`src/rtl/regbus_arbiter.sv`:
```
// Round-robin arbiter sharing one 4-bit register-load bus among three writers.
// Each grant drives one cycle of bus data with a single active-low load strobe.
module regbus_arbiter (
  input  logic       clk,
  input  logic       reset,
  input  logic       freeze,
  input  logic [2:0] req,
  input  logic [1:0] tgt0,
  input  logic [1:0] tgt1,
  input  logic [1:0] tgt2,
  input  logic [3:0] dat0,
  input  logic [3:0] dat1,
  input  logic [3:0] dat2,
  output logic [2:0] gnt,
  output logic [3:0] bus_data,
  output logic [3:0] load_n,
  output logic       busy
);

  typedef enum logic {
    S_IDLE  = 1'b0,
    S_DRIVE = 1'b1
  } state_t;

  state_t     r_state;
  logic [2:0] r_gnt;
  logic [3:0] r_bus_data;
  logic [3:0] r_load_n;
  logic [1:0] r_ptr;

  logic [2:0] w_elig;
  logic [1:0] w_o0;
  logic [1:0] w_o1;
  logic [1:0] w_o2;
  logic       w_found;
  logic [1:0] w_win;
  logic [1:0] w_tgt;
  logic [3:0] w_dat;
  logic [1:0] w_ptr_next;
  logic [3:0] w_load_n;

  // Winner search: a requester granted this cycle sits out the next edge.
  always_comb begin
    w_elig  = req & ~r_gnt & {3{~freeze}};
    w_o0    = 2'd0;
    w_o1    = 2'd1;
    w_o2    = 2'd2;
    w_found = 1'b0;
    w_win   = 2'd0;
    case (r_ptr)
      2'd1: begin
        w_o0 = 2'd1;
        w_o1 = 2'd2;
        w_o2 = 2'd0;
      end
      2'd2: begin
        w_o0 = 2'd2;
        w_o1 = 2'd0;
        w_o2 = 2'd1;
      end
      default: begin
        w_o0 = 2'd0;
        w_o1 = 2'd1;
        w_o2 = 2'd2;
      end
    endcase
    if (w_elig[w_o0]) begin
      w_found = 1'b1;
      w_win   = w_o0;
    end else if (w_elig[w_o1]) begin
      w_found = 1'b1;
      w_win   = w_o1;
    end else if (w_elig[w_o2]) begin
      w_found = 1'b1;
      w_win   = w_o2;
    end else begin
      w_found = 1'b0;
      w_win   = 2'd0;
    end
  end

  // Winner's target/data select and the pointer advance past the winner.
  always_comb begin
    w_tgt      = tgt0;
    w_dat      = dat0;
    w_ptr_next = 2'd1;
    case (w_win)
      2'd1: begin
        w_tgt      = tgt1;
        w_dat      = dat1;
        w_ptr_next = 2'd2;
      end
      2'd2: begin
        w_tgt      = tgt2;
        w_dat      = dat2;
        w_ptr_next = 2'd0;
      end
      default: begin
        w_tgt      = tgt0;
        w_dat      = dat0;
        w_ptr_next = 2'd1;
      end
    endcase
    w_load_n = ~(4'b0001 << w_tgt);
  end

  // IDLE/DRIVE state machine; bus_data deliberately holds through IDLE.
  always_ff @(posedge clk) begin
    if (reset) begin
      r_state    <= S_IDLE;
      r_gnt      <= 3'b000;
      r_bus_data <= 4'b0000;
      r_load_n   <= 4'b1111;
      r_ptr      <= 2'd0;
    end else if (w_found) begin
      r_state    <= S_DRIVE;
      r_gnt      <= 3'b001 << w_win;
      r_bus_data <= w_dat;
      r_load_n   <= w_load_n;
      r_ptr      <= w_ptr_next;
    end else begin
      r_state    <= S_IDLE;
      r_gnt      <= 3'b000;
      r_load_n   <= 4'b1111;
    end
  end

  assign gnt      = r_gnt;
  assign bus_data = r_bus_data;
  assign load_n   = r_load_n;
  assign busy     = (r_state == S_DRIVE);

endmodule
```
`config.mk`:
```
export PLATFORM = sky130hd
export DESIGN_NAME = regbus_arbiter
export DESIGN_NICKNAME = d
export VERILOG_FILES = /design/src/rtl/regbus_arbiter.sv
export SDC_FILE = /design/constraint.sdc
export NUM_CORES = 1
export LEC_CHECK = 0
export CORE_MARGIN = 1.5
export CORE_UTILIZATION = 37
export CTS_CLUSTER_DIAMETER = 200
export DETAILED_ROUTE_END_ITERATION = 10
export GPL_ROUTABILITY_DRIVEN = 1
export PLACE_DENSITY = 0.74
export SLEW_MARGIN = 10
export SYNTH_ARGS = -nofsm -noshare
export SYNTH_HDL_FRONTEND = slang
export SYNTH_SLANG_ARGS = --single-unit
```
`constraint.sdc`:
```
create_clock -name clk -period 2.4 [get_ports clk]
set_input_delay 0.24 -clock clk [delete_from_list [all_inputs] [get_ports clk]]
set_output_delay 0.24 -clock clk [all_outputs]
set_load 0.1 [all_outputs]
```
---- Word level (Yosys, flattened, before mapping) ----
Cells that the tools add are included.
storage, ports and cells
  word-level logic and storage cells ...... 40
  latch bits .............................. 0
  output and inout bits ................... 12
  bits in writable memories ............... 0
  ROM bits ................................ 0
  flip-flop bits (word level) ............. 14
  bits of input ports ..................... 24
  memories ................................ 0
cells by class
  div/mod/pow operators ................... 0
  add/sub/neg operators ................... 0
  multipliers ............................. 0
  multiplexer cells ....................... 19
  shift operators ......................... 2
  reductions and logical operators ........ 1
  equal/unequal tests ..................... 4
  bitwise operators ....................... 6
  $lt $le $gt $ge ......................... 3
operator list
  cell                                                        count
  one-hot mux 2 bit (2 select lines)                          5
  less-than comparator 2 x 3 -> 1 bit, second input constant  3
  one-hot mux 4 bit (2 select lines)                          1
  two-way mux 1 bit                                           7
  AND 3 bit                                                   2
  binary-select mux 1 bit (select 2 bit)                      3
  two-way mux 2 bit                                           3
  == test 2 x 1 -> 1 bit, second input constant               2
  == test 2 bit, second input constant                        2
  inverter 4 bit                                              1
  left shift 1 x 2 -> 4 bit, first input constant             1
  inverter 3 bit                                              1
  left shift 1 x 2 -> 3 bit, first input constant             1
  inverter 1 bit                                              2
  OR reduction 2 bit                                          1

---- Logic depth before layout (Yosys ltp) ----
Gate-level depths: netlist of the first run.
  depth after elaboration ................. 12
  depth in mapped cells ................... 12
  depth with buffers taken out ............ 11

---- Worst setup path before layout of the first run ----
No wires, ideal clock.
  path kind ............................... reg2reg
  start ................................... register r_gnt[0] (netlist: gnt[0])
  end ..................................... register r_load_n[1] (netlist: load_n[1])
  period minus slack after synthesis ...... 2.652 ns
  data arrival time ....................... 2.499 ns
  data required time ...................... 2.247 ns
  setup slack ............................. -0.252 ns
  path buffers ............................ 1
  cell stages (with the launch flop) ...... 8
  setup time .............................. 0.153 ns
  path through ............................ dfxtp_1 or3b_4 maj3_2 o211ai_4 ha_1 clkbuf_1 o21ai_0 nand4_1
between the ends
  cells in the longest elaborated chain, start to end .. 12
  elaborated cells between the ends (all ways) .. 22
  classes of those cells .................. 2 x eq/ne; 1 x shift; 13 x mux; 5 x bitwise; 1 x reduce/logical
RTL lines
  what                                                     line  source
  start: declaration                                       26    logic [2:0] r_gnt;
  start signal: assignment                                 117   r_gnt <= 3'b001 << w_win;
  inverter 3 bit *                                         44    w_elig = req & ~r_gnt & {3{~freeze}};
  AND 3 bit * (2 in series)                                44
  binary-select mux 1 bit (select 2 bit)                   73    end else if (w_elig[w_o2]) begin
  two-way mux 1 bit (implied by the code)                  73
  two-way mux 2 bit                                        73
  two-way mux 2 bit                                        70    end else if (w_elig[w_o1]) begin
  two-way mux 2 bit                                        67    if (w_elig[w_o0]) begin
  == test 2 bit or == test 2 x 1 -> 1 bit (tied branches)  87    case (w_win)
  one-hot mux 2 bit (2 select lines)                       87
  left shift 1 x 2 -> 4 bit                                104   w_load_n = ~(4'b0001 << w_tgt);
  inverter 4 bit                                           104
  end signal: assignment                                   119   r_load_n <= w_load_n;
  end: declaration                                         28    logic [3:0] r_load_n;
Mark *: on every way between the ends. The rest lies on a longest branch, timed or not. The select of a mux whose other input is x is not followed.
A chain may end at the register's enable or synchronous reset.

---- Worst setup path in the final report of the first run ----
  start ................................... input req[0]
  end ..................................... register r_load_n[2] (netlist: load_n[2])
between the ends
  cells in the longest elaborated chain, start to end .. 11
  elaborated cells between the ends (all ways) .. 21
  classes of those cells .................. 2 x eq/ne; 1 x shift; 13 x mux; 4 x bitwise; 1 x reduce/logical
RTL lines
  what                                                     line  source
  start: declaration                                       7     input logic [2:0] req,
  AND 3 bit * (2 in series)                                44
  binary-select mux 1 bit (select 2 bit)                   73
  two-way mux 1 bit (implied by the code)                  73
  two-way mux 2 bit                                        73
  two-way mux 2 bit                                        70
  two-way mux 2 bit *                                      67
  net w_win[0]                                             36    logic [1:0] w_win;
  == test 2 bit or == test 2 x 1 -> 1 bit (tied branches)  87
  one-hot mux 2 bit (2 select lines) *                     87
  left shift 1 x 2 -> 4 bit *                              104
  inverter 4 bit *                                         104
Mark *: on every way through the listed nets, which the timed path passes. The rest lies on a longest branch. The select of a mux whose other input is x is not followed.

==> results_dict.tcl, run 1 <==
set metrics [dict create \
    intPower_mw 0.4891 \
    p_comb_share_pct 46.6 \
    antennaDiodeCount 0 \
    totalWireLength_mm 1.963 \
    grt_max_degree 18 \
    synth_area_leader_cell "dfxtp_1" \
    maxCapViolCount 0 \
    routed.top_layer "met4" \
    synth_warnings 0 \
    min_from "bus_data[1]" \
    pwr-share-clk_pct 20.9 \
    synth_common_cells "19 x nand2_1, 14 x dfxtp_1, 7 x o21ai_0" \
    peakVddDrop_mv 0.3905 \
    wirelength_met1_um 827 \
    hold_end "bus_data[1]" \
    cts_root_buffer "clkbuf_4" \
    dieWidth_um 50.60 \
    yosysMostFrequentCell "nand2_1" \
    p_leak_nw 0.5338 \
    wl_per_cell_um 11.68 \
    grt_pass1_vias 785 \
    grt_usage_pct 16.05 \
    ys_ff_latch 14 \
    grt_pass1_wl_mm 3.125 \
    status "finished clean" \
    startpoint_type "primary input" \
    drive_gt1_share_pct 27.14 \
    synthDistinctLibCells 30 \
    timing.rr.end "load_n[2]" \
    wl_met3_um 113 \
    via_count 864 \
    switchingPower_mw 0.3162 \
    synth.area.top_cells "dfxtp_1 33%, nand2_1 8.5%, ha_1 7.5%, mux2i_1 7.2%, a22oi_1 5.4%" \
    die_y_um 50.60 \
    synth_edf_count 0 \
    power.share.switching_pct 39.27 \
    clockBufferDepth 2 \
    globalplace.congestion 0.7554 \
    crit_required_ps 2540 \
    start_util_pct 38.64 \
    cts.sinks 14 \
    post-dp-hpwl_mm 1.569 \
    clock.fmax_ghz 0.4377 \
    crit_path_end_kind "flip-flop" \
    syn-cell-area_um2 838.3 \
    p_seq_share_pct 32.5 \
    synth_flop_cell "dfxtp_1" \
    path_class "primary input to flip-flop" \
    io_pins 36 \
    synthCells 97 \
    ys_async_sr_fraction_pct 0 \
    reg2reg_from "gnt[0]" \
    insertion_delay_ps 280 \
    vias_per_cell 5.143 \
    cp_max_fo 6 \
    htreeDepth 1 \
    route.met2.wl_um 990 \
    finalClockSkew_ps 0.3793 \
    overflow 0 \
    cts_tree "built" \
    ff2ff_setup_slack_ps 220 \
    holdWs_ps 467.0 \
    rsz0062_at_grt "no" \
    synth_seq_area_share_pct 33.43 \
    syn-num-nets 126 \
    hold_depth 2 \
    portBuffers 35 \
    synth.top_cell.area_share_pct 33.43 \
    area_growth_pct 57.01 \
    tightest_slew_ps 432.9 \
    min_period_ps 2284 \
    ant_nets 0 \
    slew_headroom_pct 71.11 \
    post-route-period-util_pct 95.19 \
    placementRows 17 \
    dr.first_iter.drc_count 15 \
    remaining_drc_errors 0 \
    coreArea_mm2 0.002170 \
    cts_inserted_buffers 3 \
    maxSlewViolCount 0 \
    p_per_area_mw_per_mm2 611.9 \
    antenna_found_initial 0 \
    clk_pin_slew_worst_paths_ps 80 \
    drt-pass1-iter-count 4 \
    finalSetupViolations 0 \
    synth_area_per_cell_um2 8.642 \
    dp_slack_ps -243.5 \
    dieArea_mm2 0.002560 \
    worst_r2r_path_depth 8 \
    cp_data_arrival_time_ps 2420 \
    nets 170 \
    setup_slack_ps 115.5 \
    hold_class "flip-flop to flip-flop" \
    final_hold_viol_count 0 \
]
## logic make-up after synthesis
kind of cell	count (synthesis)	synth area share, %
compound gates	23	21.64
fa+ha+maj	6	8.806
buf+inv	10	5.076
flops	14	33.43
mux	6	7.164
simple gates	38	23.88
## cells in the final DEF, fill, tap and decap left out, types with 2 or more instances in the layout
| cell type | n |
|---|---|
| a22oi_1 | 5 |
| buf_4 | 20 |
| clkbuf_4 | 3 |
| clkdlybuf4s50_1 | 23 |
| dfxtp_1 | 11 |
| dfxtp_2 | 2 |
| ha_1 | 2 |
| ha_4 | 2 |
| inv_1 | 5 |
| mux2i_1 | 6 |
| nand2_1 | 19 |
| nand2b_1 | 2 |
| nand4_1 | 4 |
| nor2_1 | 4 |
| nor2b_1 | 2 |
| o21a_1 | 2 |
| o21ai_0 | 6 |
| o31ai_1 | 2 |
## worst max path at each step
stage              from        end  cells past startpoint
2_1_floorplan  r_ptr[0]  load_n[1]                     10
3_3_place_gp     req[0]  load_n[2]                      7
3_5_place_dp     req[0]  load_n[2]                      7
4_1_cts        r_ptr[0]  load_n[3]                     10
5_1_grt          req[0]  load_n[2]                      9
6_report         req[0]  load_n[2]                      9
## critical path, stage by stage
cell and delay (ps):
clkdlybuf4s50_1 480, or3b_4 390, maj3_2 330, o211ai_4 250, inv_4 50, ha_2 220, a22oi_1 200, o21a_1 160
nand4_1 100
## stage by stage
| step | utilization, % | power, mW | TNS, ps | std cells | cell area [um^2] |
|---|---|---|---|---|---|
| floorplan | - | 0.5175 | 0 | 97 | 844.6 |
| global route | 60.67 | 0.8482 | 0 | 168 | 1316 |
| finish | 60.67 | 0.8054 | 0 | 168 | 1316 |
| detailed placement | 56.92 | 0.6215 | -1632 | 163 | 1235 |
| global placement | 56.92 | 0.6154 | -1353 | 163 | 1235 |
| CTS | 58.59 | 0.7892 | 0 | 167 | 1271 |
## layer usage
metal	vias up	GRT usage (%)
met4	0	8.108
li1	438	-
met5	-	0
met2	35	29.17
met3	5	2.679
met1	386	17.80
## sequential cells by signal, indices dropped and copies added, names as in the netlist
| register | count |
|---|---|
| bus_data | 4 |
| load_n | 4 |
| gnt | 3 |
| r_ptr | 2 |
| busy | 1 |
## what timing repair did
action                                 in CTS  in global routing
setup buffers                               0                  1
setup endpoints to repair                   0                  8
gates resized for setup                     0                  7
hold buffers                                0                  0
endpoints found under the hold margin       0                  0
## power by group through the flow
| stage | Sequential (mW) | Combinational (mW) | Clock, mW |
|---|---|---|---|
| after floorplan | 0.374 | 0.143 | 0 |
| after detailed placement | 0.266 | 0.355 | 0 |
| after global routing | 0.264 | 0.404 | 0.180 |
| after CTS | 0.261 | 0.357 | 0.171 |
| after global placement | 0.266 | 0.350 | 0 |
| final | 0.262 | 0.376 | 0.168 |
## area by class of cell
type | count | area [um^2]
well taps | 28 | 35.03
clock buffers | 4 | 36.28
multi-input cells | 73 | 553.0
repair buffers | 43 | 380.4
flip-flops and latches | 14 | 286.5
fillers | 208 | 853.3
inverters | 6 | 25.02
No activity file was read; power rests on OpenSTA's default activity.
==> run 2: changes to the inputs <==
==> constraint.sdc (replaced) <==
create_clock -name clk -period 2.4 [get_ports clk]
set_input_delay 0.24 -clock clk [delete_from_list [all_inputs] [get_ports clk]]
set_output_delay 0.24 -clock clk [all_outputs]
set_load 0.05 [all_outputs]
==> run 2 against run 1 <==
Critical path depth did not move. Clock power down 23%. Non-clock buffer count unchanged. Sequential share of layout area shrank 0.36 points. Sequential cell count is the same. Die area is the same. Worst hold slack better by 3.1 ps. Sequential power about the same.
==> results_dict.tcl, run 2 (synthesis gave the netlist of run 1 again) <==
set metrics [dict create \
    status "finished clean" \
    min_period_ps 2297 \
    layout.cells.non_filler 167 \
    grt_max_degree 18 \
    clock.fmax_ghz 0.4354 \
    post-route-period-util_pct 95.69 \
    placementRows 17 \
    final_util_pct 60.61 \
    ff_latch_area_um2 281.5 \
    overflow 0 \
    vias_per_cell 5.228 \
    grt_pass1_vias 880 \
    die_y_um 50.60 \
    portBuffers 35 \
    dieWidth_um 50.60 \
    multi_input_area_um2 540.5 \
    clockBufferDepth 2 \
    final_common_cell "clkdlybuf4s50_1" \
    totalWireLength_mm 2.036 \
    tightest_slew_ps 501.5 \
    cts.sinks 14 \
    maxSlewViolCount 0 \
    cp_max_fo 6 \
    start_util_pct 38.64 \
    cts_root_buffer "clkbuf_4" \
    slew_headroom_pct 66.47 \
    final_cell_mix "35 x clkdlybuf4s50_1, 19 x nand2_1, 13 x dfxtp_1" \
    grt_usage_pct 16.54 \
    coreArea_mm2 0.002170 \
    final_hold_viol_count 0 \
    antenna_found_initial 0 \
    cp_data_arrival_time_ps 2430 \
    htreeDepth 1 \
    drt-pass1-iter-count 4 \
    dieArea_mm2 0.002560 \
    post_dp_cell_area_mm2 0.001260 \
    crit_required_ps 2530 \
    nFillCells 208 \
    cts_tree "built" \
    fin_area_mm2 0.001315 \
    maxCapViolCount 0 \
    holdWs_ps 470.1 \
    finalClockSkew_ps 2.118 \
    grt_pass1_wl_mm 3.305 \
    wl_per_cell_um 12.19 \
    crit_path_end_kind "flip-flop" \
    globalplace.congestion 0.6936 \
    clk_pin_slew_worst_paths_ps 80 \
    insertion_delay_ps 270 \
    startpoint_type "primary input" \
    hold_class "flip-flop to flip-flop" \
    p_leak_nw 0.5091 \
    ant_nets 0 \
    cts_inserted_buffers 3 \
    post-dp-hpwl_mm 1.630 \
    p_per_area_mw_per_mm2 541.6 \
    io_pins 36 \
    finalSetupViolations 0 \
    dr.first_iter.drc_count 16 \
    area_growth_pct 56.87 \
    peakVddDrop_mv 0.3435 \
    path_class "primary input to flip-flop" \
    antennaDiodeCount 0 \
    via_count 873 \
    drive_gt1_share_pct 15.83 \
    remaining_drc_errors 0 \
    dp.cells 163 \
    nets 170 \
]
run 2: layer usage:
metal	vias up	GRT usage, %	wire, um
met5	-	0	0
met4	0	6.757	14
met3	2	1.786	109
met2	32	32.68	1043
met1	406	17.40	869
li1	433	-	-
run 2: worst max-delay path, stage by stage:
cell	delay, ps
clkdlybuf4s50_1	480
or3b_4	390
maj3_2	340
o211ai_4	260
inv_4	50
ha_2	230
a22oi_2	180
o21a_1	160
nand4_1	100
run 2: worst paths after layout:
kind,start,to,slack (ps),depth (start not counted)
max,req[0],load_n[1],100,9
min,bus_data[3],bus_data[3],470,2
max reg2reg,r_ptr[0],load_n[3],180,11
min reg2reg,bus_data[3],bus_data[3],470,2
run 2: cell type report:
class | count | area share [%]
clock buffers | 3 | 1.713
inverters | 6 | 1.903
multi-input cells | 73 | 41.10
flip-flops and latches | 14 | 21.41
well taps | 28 | 2.664
repair buffers | 43 | 31.21
run 2: power by group:
part | switching, mW | internal, mW | leakage (nW) | total, mW
combinational | 0.175 | 0.146 | 0.380 | 0.321
sequential | 0.00946 | 0.251 | 0.115 | 0.261
clock | 0.0722 | 0.0580 | 0.0138 | 0.130
run 2: through the flow:
step | setup slack, ps | total power [mW] | TNS [ps]
3_5_place_dp | -274.4 | 0.5718 | -1814
4_1_cts | 12.29 | 0.7024 | 0
2_1_floorplan | 51.90 | 0.4611 | 0
5_1_grt | -15.78 | 0.7508 | -15.78
6_report | 103.3 | 0.7121 | 0
3_3_place_gp | -204.6 | 0.5631 | -1250
run 2: repair_timing:
| action | in CTS | in global routing |
|---|---|---|
| setup buffers | 0 | 1 |
| setup endpoints to repair | 0 | 8 |
| resized for setup | 0 | 6 |
| hold buffers | 0 | 0 |
| endpoints found under the hold margin | 0 | 0 |
==> run 3: changes to the inputs <==
Settings changed: CORE_MARGIN 1.5 to not set.
==> run 3 against run 2 <==
Sequential power is essentially flat. Via count shrank 2.2%. Final cell count grew 0.60%. Utilization grew 4.3 points. Wire length shrank 4.5%. Sequential share of layout area shrank 0.16 points. Power grew 5.2%. Setup slack lost 35 ps. First-iteration DRC count shrank 50%. Combinational power is essentially flat. Largest cell class unchanged.
==> results_dict.tcl, run 3 (synthesis gave the netlist of run 1 again) <==
set metrics [dict create \
    cp.buffers_inverters 2 \
    slew_headroom_pct 66.33 \
    cp_top_family "compound AO/OA/AOI/OAI gates" \
    final_cell_mix "35 x clkdlybuf4s50_1, 19 x nand2_1, 13 x dfxtp_1" \
    totalWireLength_mm 1.944 \
    min_from "bus_data[0]" \
    min_period_ps 2332 \
    worst_r2r_path_depth 9 \
    cp_data_arrival_time_ps 2470 \
    dp.cells 163 \
    grt_max_degree 18 \
    finalSetupViolations 0 \
    crit_required_ps 2540 \
    maxCapViolCount 0 \
    portBuffers 35 \
    cts_inserted_buffers 3 \
    wl_per_cell_um 11.57 \
    start_util_pct 41.05 \
    tightest_slew_ps 503.4 \
    post-dp-hpwl_mm 1.583 \
    hold_depth 2 \
    timing.rr.end "load_n[0]" \
    via_count 854 \
    drive_gt1_share_pct 15.60 \
    clk_pin_slew_worst_paths_ps 90 \
    io_pins 36 \
    status "finished clean" \
    remaining_drc_errors 0 \
    htreeDepth 1 \
    cp_max_fo 6 \
    grt_usage_pct 17.01 \
    finalClockSkew_ps 4.960 \
    use_met1_pct 17.11 \
    fin_area_mm2 0.001325 \
    coreArea_mm2 0.002042 \
    final_hold_viol_count 0 \
    dr.first_iter.drc_count 8 \
    p_total_mw 0.7494 \
    busiest_layer "met2" \
    rsz0062_at_grt "yes" \
    use_met2_pct 32.21 \
    cts.sinks 14 \
    vias_per_cell 5.083 \
    cts_hold_buf 0 \
    startpoint_type "primary input" \
    crit_slowest_cell "clkdlybuf4s50_1" \
    placementRows 16 \
    p_leak_nw 0.5194 \
    cp_cell_sequence "clkdlybuf4s50_1 > or3b_4 > maj3_2 > o211ai_4 > inv_4 > ha_2 > a22oi_1 > o21a_1 > nand4_1" \
    max_stage_delay_ps 490 \
    path_class "primary input to flip-flop" \
    drt-pass1-iter-count 4 \
    ant_nets 0 \
    antennaDiodeCount 0 \
    p_per_area_mw_per_mm2 565.5 \
    grt_pass1_vias 845 \
    die_y_um 49.60 \
    antenna_found_initial 0 \
    final_common_cell "clkdlybuf4s50_1" \
    post_dp_cell_area_mm2 0.001266 \
    clock.fmax_ghz 0.4289 \
    grt_pass1_wl_mm 3.229 \
    peakVddDrop_mv 0.3754 \
    post-route-period-util_pct 97.16 \
    area_growth_pct 58.06 \
    reg2reg_from "r_ptr[0]" \
    dieArea_mm2 0.002460 \
    hold_end "bus_data[0]" \
    holdWs_ps 462.0 \
    maxSlewViolCount 0 \
    insertion_delay_ps 270 \
    crit_path_end_kind "flip-flop" \
    globalplace.congestion 0.7566 \
    cts_root_buffer "clkbuf_4" \
    ff2ff_setup_slack_ps 140 \
    nets 171 \
    layout.cells.non_filler 168 \
    hold_class "flip-flop to flip-flop" \
    clockBufferDepth 2 \
    dieWidth_um 49.60 \
    cts_tree "built" \
    overflow 0 \
    grt_util_met3_pct 3.086 \
]
-- run 3: repair_timing --
item / in CTS / in global routing
hold endpoints to repair: 0 / 0
endpoints found under the setup margin: 0 / 8
resized for setup: 0 / 6
setup buffers: 0 / 1
-- run 3: worst reg2reg max path: stages, from the launching register on --
cell and delay [ps]:
dfxtp_1 360, inv_1 60, ha_1 350, maj3_2 330
o211ai_4 260, inv_4 50, ha_2 220, a22oi_1 220
o21a_1 180, nand4_1 90
-- run 3: metal layers --
| layer | routed length, um | share of wire [%] |
|---|---|---|
| met1 | 848 | 44 |
| met5 | 0 | 0 |
| met2 | 984 | 51 |
| met4 | 15 | 0.77 |
| met3 | 96 | 4.9 |
-- run 3: worst max path at each step --
stage	from	to	slack [ps]	cells past startpoint
5_1_grt	req[0]	load_n[1]	0.5	9
4_1_cts	r_ptr[0]	load_n[1]	10	10
2_1_floorplan	r_ptr[0]	load_n[1]	50	10
3_3_place_gp	req[0]	load_n[2]	-230	7
3_5_place_dp	req[0]	load_n[3]	-280	7
6_report	req[0]	load_n[0]	70	9
-- run 3: metrics by stage --
stage                     setup TNS, ps  worst slack [ps]  utilization [%]
after floorplan                       0             51.90                -
after global placement            -1431            -225.8            62.01
after detailed placement          -1963            -276.7            62.01
after CTS                             0             10.68            63.79
after global routing                  0            0.5269            64.89
final                                 0             68.27            64.89
-- run 3: layout make-up --
cell class	instances	area, um^2
inverter	6	25.02
multi-input combinational	73	530.5
clock buffer	4	36.28
sequential	14	281.5
fill	177	716.9
tap	27	33.78
timing repair buffer	44	417.9
-- run 3: report_power, final --
group / switching, mW / internal [mW]
logic: 0.174 / 0.147
registers: 0.00942 / 0.251
clock network: 0.0756 / 0.0921
total: 0.259 / 0.491
